--- config.mk ---
export PLATFORM = sky130hd
export DESIGN_NAME = cplx_accum
export DESIGN_NICKNAME = d
export VERILOG_FILES = /design/src/rtl/cplx_pkg.sv /design/src/rtl/cplx_acc_lane.sv /design/src/rtl/cplx_accum.sv
export SDC_FILE = /design/constraint.sdc
export NUM_CORES = 1
export LEC_CHECK = 0
export BUFFER_PORTS_ARGS = -buffer_cell sky130_fd_sc_hd__buf_2
export CORE_ASPECT_RATIO = 0.5
export CORE_MARGIN = 8
export CORE_UTILIZATION = 58
export CTS_CLUSTER_SIZE = 8
export DETAILED_ROUTE_END_ITERATION = 7
export PLACE_DENSITY = 0.84
export SETUP_SLACK_MARGIN = 0.05
export SLEW_MARGIN = 5
export SYNTH_ARGS = -nofsm -noshare
export SYNTH_HDL_FRONTEND = slang
export SYNTH_HIERARCHICAL = 1
export SYNTH_SLANG_ARGS = --single-unit
--- constraint.sdc ---
create_clock -name clk -period 3.05 [get_ports clk]
set_input_delay 0.7625 -clock clk [delete_from_list [all_inputs] [get_ports clk]]
set_output_delay 0.7625 -clock clk [all_outputs]
set_load 0.005 [all_outputs]
--- src/rtl/cplx_pkg.sv ---
// Shared widths and FSM state type for the complex frame accumulator.
package cplx_pkg;

   localparam int CPLX_IN_W  = 16;
   localparam int CPLX_LEN_W = 8;

   // One extra integer bit per length bit: a full frame of the most negative
   // sample is the largest magnitude the accumulator ever has to hold.
   function automatic int acc_w(input int in_w, input int len_w);
      return in_w + len_w;
   endfunction

   localparam int CPLX_ACC_W = acc_w(CPLX_IN_W, CPLX_LEN_W);

   typedef enum logic [1:0] {
      IDLE  = 2'd0,
      ACCUM = 2'd1,
      HOLD  = 2'd2
   } state_e;

endpackage

--- src/rtl/cplx_acc_lane.sv ---
// One signed accumulator lane: load a fresh sample, add a sample, or hold.
module cplx_acc_lane
   import cplx_pkg::*;
#(
   parameter int IN_W  = CPLX_IN_W,
   parameter int ACC_W = CPLX_ACC_W
) (
   input  logic                    clk_i,
   input  logic                    rst_ni,
   input  logic                    load_i,
   input  logic                    add_i,
   input  logic signed [IN_W-1:0]  din_i,
   output logic signed [ACC_W-1:0] acc_o
);

   logic signed [ACC_W-1:0] acc_q;
   logic signed [ACC_W-1:0] acc_d;
   logic signed [ACC_W-1:0] din_ext;

   assign din_ext = {{(ACC_W-IN_W){din_i[IN_W-1]}}, din_i};

   // load wins over add so a new frame never inherits the previous sum
   always_comb begin
      acc_d = acc_q;
      if (load_i) begin
         acc_d = din_ext;
      end else if (add_i) begin
         acc_d = acc_q + din_ext;
      end
   end

   always_ff @(posedge clk_i or negedge rst_ni) begin
      if (!rst_ni) begin
         acc_q <= '0;
      end else begin
         acc_q <= acc_d;
      end
   end

   assign acc_o = acc_q;

endmodule

--- src/rtl/cplx_accum.sv ---
// Complex frame accumulator: sums frame_len complex samples, then holds the
// result under a valid/ready handshake before starting the next frame.
module cplx_accum
   import cplx_pkg::*;
#(
   parameter int IN_W  = CPLX_IN_W,
   parameter int LEN_W = CPLX_LEN_W,
   parameter int ACC_W = acc_w(IN_W, LEN_W)
) (
   input  logic                    clk,
   input  logic                    rst_n,
   input  logic [LEN_W-1:0]        frame_len,
   input  logic                    in_valid,
   output logic                    in_ready,
   input  logic signed [IN_W-1:0]  in_real,
   input  logic signed [IN_W-1:0]  in_imag,
   output logic                    out_valid,
   input  logic                    out_ready,
   output logic signed [ACC_W-1:0] acc_real,
   output logic signed [ACC_W-1:0] acc_imag
);

   // One extra bit so a zero length field can stand for 2^LEN_W.
   localparam int CNT_W = LEN_W + 1;
   localparam logic [CNT_W-1:0] LEN_FULL = {1'b1, {LEN_W{1'b0}}};
   localparam logic [CNT_W-1:0] CNT_ONE  = CNT_W'(1);

   state_e           state_q, state_d;
   logic [CNT_W-1:0] cnt_q, cnt_d;
   logic [CNT_W-1:0] len_q, len_d;
   logic             in_ready_q, in_ready_d;
   logic             out_valid_q, out_valid_d;
   logic             accept;
   logic             load;
   logic             add;

   assign accept = in_valid & in_ready_q;

   always_comb begin
      state_d = state_q;
      cnt_d   = cnt_q;
      len_d   = len_q;
      load    = 1'b0;
      add     = 1'b0;
      case (state_q)
         IDLE: begin
            if (accept) begin
               len_d   = (frame_len == '0) ? LEN_FULL : {1'b0, frame_len};
               cnt_d   = CNT_ONE;
               load    = 1'b1;
               state_d = (len_d == CNT_ONE) ? HOLD : ACCUM;
            end
         end
         ACCUM: begin
            if (accept) begin
               add   = 1'b1;
               cnt_d = cnt_q + CNT_ONE;
               if (cnt_d == len_q) begin
                  state_d = HOLD;
               end
            end
         end
         HOLD: begin
            if (out_ready) begin
               state_d = IDLE;
            end
         end
         default: state_d = IDLE;
      endcase
      // Handshake outputs are registered from the next state so they line up
      // with the state they describe.
      in_ready_d  = (state_d != HOLD);
      out_valid_d = (state_d == HOLD);
   end

   always_ff @(posedge clk or negedge rst_n) begin
      if (!rst_n) begin
         state_q     <= IDLE;
         cnt_q       <= '0;
         len_q       <= '0;
         in_ready_q  <= 1'b0;
         out_valid_q <= 1'b0;
      end else begin
         state_q     <= state_d;
         cnt_q       <= cnt_d;
         len_q       <= len_d;
         in_ready_q  <= in_ready_d;
         out_valid_q <= out_valid_d;
      end
   end

   assign in_ready  = in_ready_q;
   assign out_valid = out_valid_q;

   cplx_acc_lane #(
      .IN_W  (IN_W),
      .ACC_W (ACC_W)
   ) u_lane_real (
      .clk_i  (clk),
      .rst_ni (rst_n),
      .load_i (load),
      .add_i  (add),
      .din_i  (in_real),
      .acc_o  (acc_real)
   );

   cplx_acc_lane #(
      .IN_W  (IN_W),
      .ACC_W (ACC_W)
   ) u_lane_imag (
      .clk_i  (clk),
      .rst_ni (rst_n),
      .load_i (load),
      .add_i  (add),
      .din_i  (in_imag),
      .acc_o  (acc_imag)
   );

endmodule

# [Word level (Yosys, flattened, before mapping)]
# Index checks and enable logic that the tools add are counted.
[word_totals] ff_bits=70
[classes] addsub=3 reduce_logical=6 mux=17 n_eq_ne=8 n_bitwise=1
[ops] op="$mux 24" n=4
[ops] op="$add 24x16->24" n=2
[ops] op="$mux 9" n=3
[ops] op="$pmux 9 s2" n=1
[ops] op="$mux 2" n=5
[ops] op="$add 9x1->9 const B" n=1
[ops] op="$eq 9x1->1 const B" n=1
[ops] op="$eq 9x9->1" n=1
[ops] op="$logic_not 8->1" n=1
[ops] op="$ne 2x2->1 const B" n=3
[ops] op="$pmux 2 s3" n=1
[ops] op="$eq 2x2->1 const B" n=2
[ops] op="$reduce_bool 2->1" n=2
[ops] op="$mux 1" n=3
[ops] op="$reduce_and 3->1" n=1
[ops] op="$eq 2x1->1 const B" n=1
[ops] op="$logic_not 2->1" n=1
[ops] op="$reduce_and 2->1" n=1
[ops] op="$and 1x1->1" n=1

# [Logic depth before layout (Yosys ltp)]
[depth] word_depth=7 mapped_depth=10 ltp_nobuf=10

# [Cells and area by module]
# Netlist, hierarchy kept.
[by_module_without_submodules] mod="cplx_acc_lane" instances=2 cells_per_inst=277 area_each_um2=2324.7
[by_module_without_submodules] mod="cplx_accum" instances=1 cells_per_inst=132 area_each_um2=1282.5

# [Worst setup path after synthesis]
# Ideal clock, no wire load.
[synth_timing] path_kind="input port to flip-flop" startpoint="in in_imag[0]" endpoint="reg u_lane_imag.acc_q[14] (netlist: u_lane_imag/acc_o[14])" setup_slack_ps=387 setup_ps=126 required_ps=2924 t_arrival_ps=2537 cell_stages=10 path_cell_list="ha_1 inv_1 fa_1 and2b_1 o211ai_2 a211oi_2 or3_1 a21oi_2 xnor2_1 a221o_1"
[synth_via] elab_chain_cells=3
[synth_rtl] element="from (decl)" line_no="cplx_accum.sv:16" rtl="input logic signed [IN_W-1:0] in_imag,"
[synth_rtl] element="$add 24x16->24" line_no="cplx_acc_lane.sv:28" rtl="acc_d = acc_q + din_ext;"
[synth_rtl] element="$mux 24" line_no="cplx_acc_lane.sv:27" rtl="end else if (add_i) begin"
[synth_rtl] element="$mux 24" line_no="cplx_acc_lane.sv:25" rtl="if (load_i) begin"
[synth_rtl] element="to (signal assigned)" line_no="cplx_acc_lane.sv:34" rtl="acc_q <= '0;"
[synth_rtl] element="to (signal assigned)" line_no="cplx_acc_lane.sv:36" rtl="acc_q <= acc_d;"
[synth_rtl] element="to (decl)" line_no="cplx_acc_lane.sv:16" rtl="logic signed [ACC_W-1:0] acc_q;"
# Every way passes these cells. The select of a mux whose other input is x is not followed.
# A chain may end at the register's enable or synchronous reset.

# [Worst setup path after layout]
[layout_timing] startpoint="in in_real[0]" endpoint="reg u_lane_real.acc_q[20] (netlist: u_lane_real/acc_o[20])"
[layout_via] elab_chain_cells=3
[layout_rtl] element="from (decl)" line_no="cplx_accum.sv:15" rtl="input logic signed [IN_W-1:0] in_real,"
[layout_rtl] element="$add 24x16->24" line_no="cplx_acc_lane.sv:28"
[layout_rtl] element="$mux 24" line_no="cplx_acc_lane.sv:27"
[layout_rtl] element="$mux 24" line_no="cplx_acc_lane.sv:25"
[layout_rtl] element="to (signal assigned)" line_no="cplx_acc_lane.sv:34"
[layout_rtl] element="to (signal assigned)" line_no="cplx_acc_lane.sv:36"
[layout_rtl] element="to (decl)" line_no="cplx_acc_lane.sv:16"
# Every way passes these cells. The select of a mux whose other input is x is not followed.

==> metrics.csv <==
metric;value;unit
required;3.24;ns
min_path_type;input pin to asynchronous set/reset pin;
post_cts.repair.setup_buffers;0;
die_w;159;um
p_leak;3.07;nW
first_iter_violations;346;
final_antenna_net_count;0;
stdcell_area;6860;um^2
rsz0062_at_grt;false;
grt_max_degree;71;
syn_area;5930;um^2
routed_wl;15300;um
place_congestion;0.970;
final_layout_size_suffix_gt1_share;20.3;%
synthTopCellsByCount;70 x dfrtp_1, 69 x a21oi_1, 63 x o21ai_0, 61 x nand2_1, 47 x ha_1;
clock-sinks;70;
crit_path_end_kind;flop;
nets;863;
cts_tree;yes;
cap_violations;0;
core-area;10100;um^2
fp.dieH;87.5;um
min_period;2.72;ns
cp_max_fo;4;
grt_pass1_wl;25300;um
hold_viol;0;
synth_nets;779;
antenna_found_initial;1;
timing.rr.end;u_lane_real/acc_o[20];
setup.worst_path.start_class;input pin;
status;complete, no violations;
syn2layout_area_growth;15.7;%
initial_core_util;58.8;%
pin_count;94;
setup_tns;0;ns
clockBufferDepth;2;
slew_violations;0;
worst_r2r_path_depth;10;
ys_seq_elements;70;
yosysWarningCount;6;
ys_seq_area_share;29.5;%
synth-edff-count;0;
async_flop_share;100;%
place_hpwl;11300;um
design.die.area;13900;um^2
yosysMostFrequentCell;dfrtp_1;
synth_largest_area_cell;dfrtp_1;
powerDensity;1100;nW/um^2
fmax;0.367;GHz
grt_pass1_vias;5497;
ctsHoldBuffers;0;
cts-root-buf;clkbuf_16;
n_fill_cell;848;
slowest_delay;0.37;ns
cp.arrival;2.92;ns
grt_remaining_overflow;0;
setup_viol;0;
fp-row-count;26;
crit_path_frequent_cell;a21oi_1;
ctsResizeCount;0;
htree_levels;3;
min_period_over_period;89.3;%
crit_type;input pin to flop;
ys_top_cells_by_area;dfrtp_1 30%, ha_1 9.9%, a21oi_1 5.8%, o21ai_0 5.3%, xnor2_1 4.6%;
io_buffers;93;
maxSlewHeadroom;72.8;%
vias_per_cell;6.08;
worstMarginPinSlew;0.407;ns
syn_inst;686;
final_util;68.0;%
path_clk_slew;0.06;ns
path_cells;buf_2 > ha_1 > inv_1 > fa_1 > and2b_1 > o211ai_2 > a21oi_1 > a211oi_1 > o31ai_1 > xnor2_1 > a21oi_1;
synth_top_cell_area_share;29.5;%
dpl-instance-area;6510;um^2
drc_errors;0;
synth_ff_type;dfrtp_1;
rrSetupSlack;0.44;ns
fin_skew;0.00436;ns
ir_drop;0.623;mV
r2r_start;u_lane_real/acc_o[0];
slowest_stage;fa_1;
first_pass_iters;5;
clock_latency;0.33;ns
whs;0.436;ns
routedWlPerCell;16.7;um
numCtsBuffers;9;
vias;5571;
syn_avg_cell_area;8.65;um^2
synth_cell_types;66;
grtUsageTotal;21.6;%
-- layer usage --
| metal | vias up | part of all wire (%) | GRT usage [%] | routed length, um |
|---|---|---|---|---|
| met3 | 28 | 5.0 | 4.81 | 768 |
| met2 | 186 | 48 | 38.3 | 7380 |
| li1 | 2684 | - | - | - |
| met5 | - | 0 | 0 | 0 |
| met1 | 2673 | 45 | 26.1 | 6910 |
| met4 | 0 | 1.7 | 7.14 | 267 |
-- worst max path at each step --
stage,start,to,slack [ns],cells after the start
6_report,in_real[0],u_lane_real/acc_o[20],0.33,11
5_1_grt,in_real[0],u_lane_real/acc_o[20],0.19,11
4_1_cts,in_real[0],u_lane_real/acc_o[20],0.39,11
3_5_place_dp,in_real[0],u_lane_real/acc_o[20],0.03,11
3_3_place_gp,in_imag[0],u_lane_imag/acc_o[14],0.13,11
2_1_floorplan,in_imag[0],u_lane_imag/acc_o[14],0.39,10
-- state kept, by name, indices dropped and copies added, names as in the netlist --
register and count:
u_lane_imag/acc_o 24, state_q 2, u_lane_real/acc_o 24, out_valid 1
len_q 9, cnt_q 9, in_ready 1
-- cell type report --
class	count	area [um^2]	area share, %
repair buffers	107	596	8.68
multi-input cells	552	3880	56.5
flip-flops and latches	70	1750	25.5
inverters	30	113	1.64
well taps	140	175	2.55
clock buffers	10	239	3.48
diodes	1	2.50	0.0365
clock inverters	6	109	1.59
-- logic make-up (layout without fill, tap and decap cells) --
logic type | Yosys count | in the layout | share of synthesized area [%]
AO/OA/AOI/OAI | 248 | 248 | 27.3
XOR/XNOR | 44 | 44 | 6.75
adder cells (fa/ha/maj) | 49 | 49 | 10.6
buffers and inverters | 64 | 153 | 5.38
flip-flops | 70 | 70 | 29.5
multiplexers | 34 | 34 | 5.91
other | 0 | 1 | 0
AND/OR/NAND/NOR | 177 | 177 | 14.6
-- worst max-delay path, delay by kind of cell --
family / cells / cell delay, ns
xor gates and xnor gates: 1 / 0.17
AOI/OAI and AO/OA: 5 / 1.00
and+or+nand+nor: 1 / 0.26
adders and majority gates: 2 / 0.57
buffers and inverters: 2 / 0.16
-- report_power, final --
group / total [mW] / switching [mW] / internal, mW
Combinational: 4.50 / 2.44 / 2.07
Clock: 1.23 / 0.414 / 0.820
Sequential: 1.83 / 0.441 / 1.39
Total: 7.57 / 3.29 / 4.27
-- through the flow --
step	total power, mW	setup slack (ns)	std cells
after global placement	6.09	0.129	899
after CTS	7.54	0.390	915
after floorplan	5.16	0.387	686
after detailed placement	6.25	0.0336	899
after global routing	8.18	0.187	916
final	7.57	0.326	916
-- placed cells by master (no fill, tap or decap), drive strengths merged, types with 4 or more instances in the layout --
master and n:
and2b 6, nor2 37, o22ai 6, clkbuf 10, nand4 8, o211ai 12, a21oi 73, inv 28
a31oi 5, buf 107, nor3 16, nor2b 8, o21bai 6, a21boi 6, mux2 8, ha 47
dfrtp 70, a221oi 4, o21ai 68, a21o 14, xor2 12, clkinv 5, nand3 14, a211oi 13
mux2i 26, and4 8, o21a 19, nand2 61, o31ai 5, xnor2 31
Note: power is estimated with default switching activity, not from simulation.
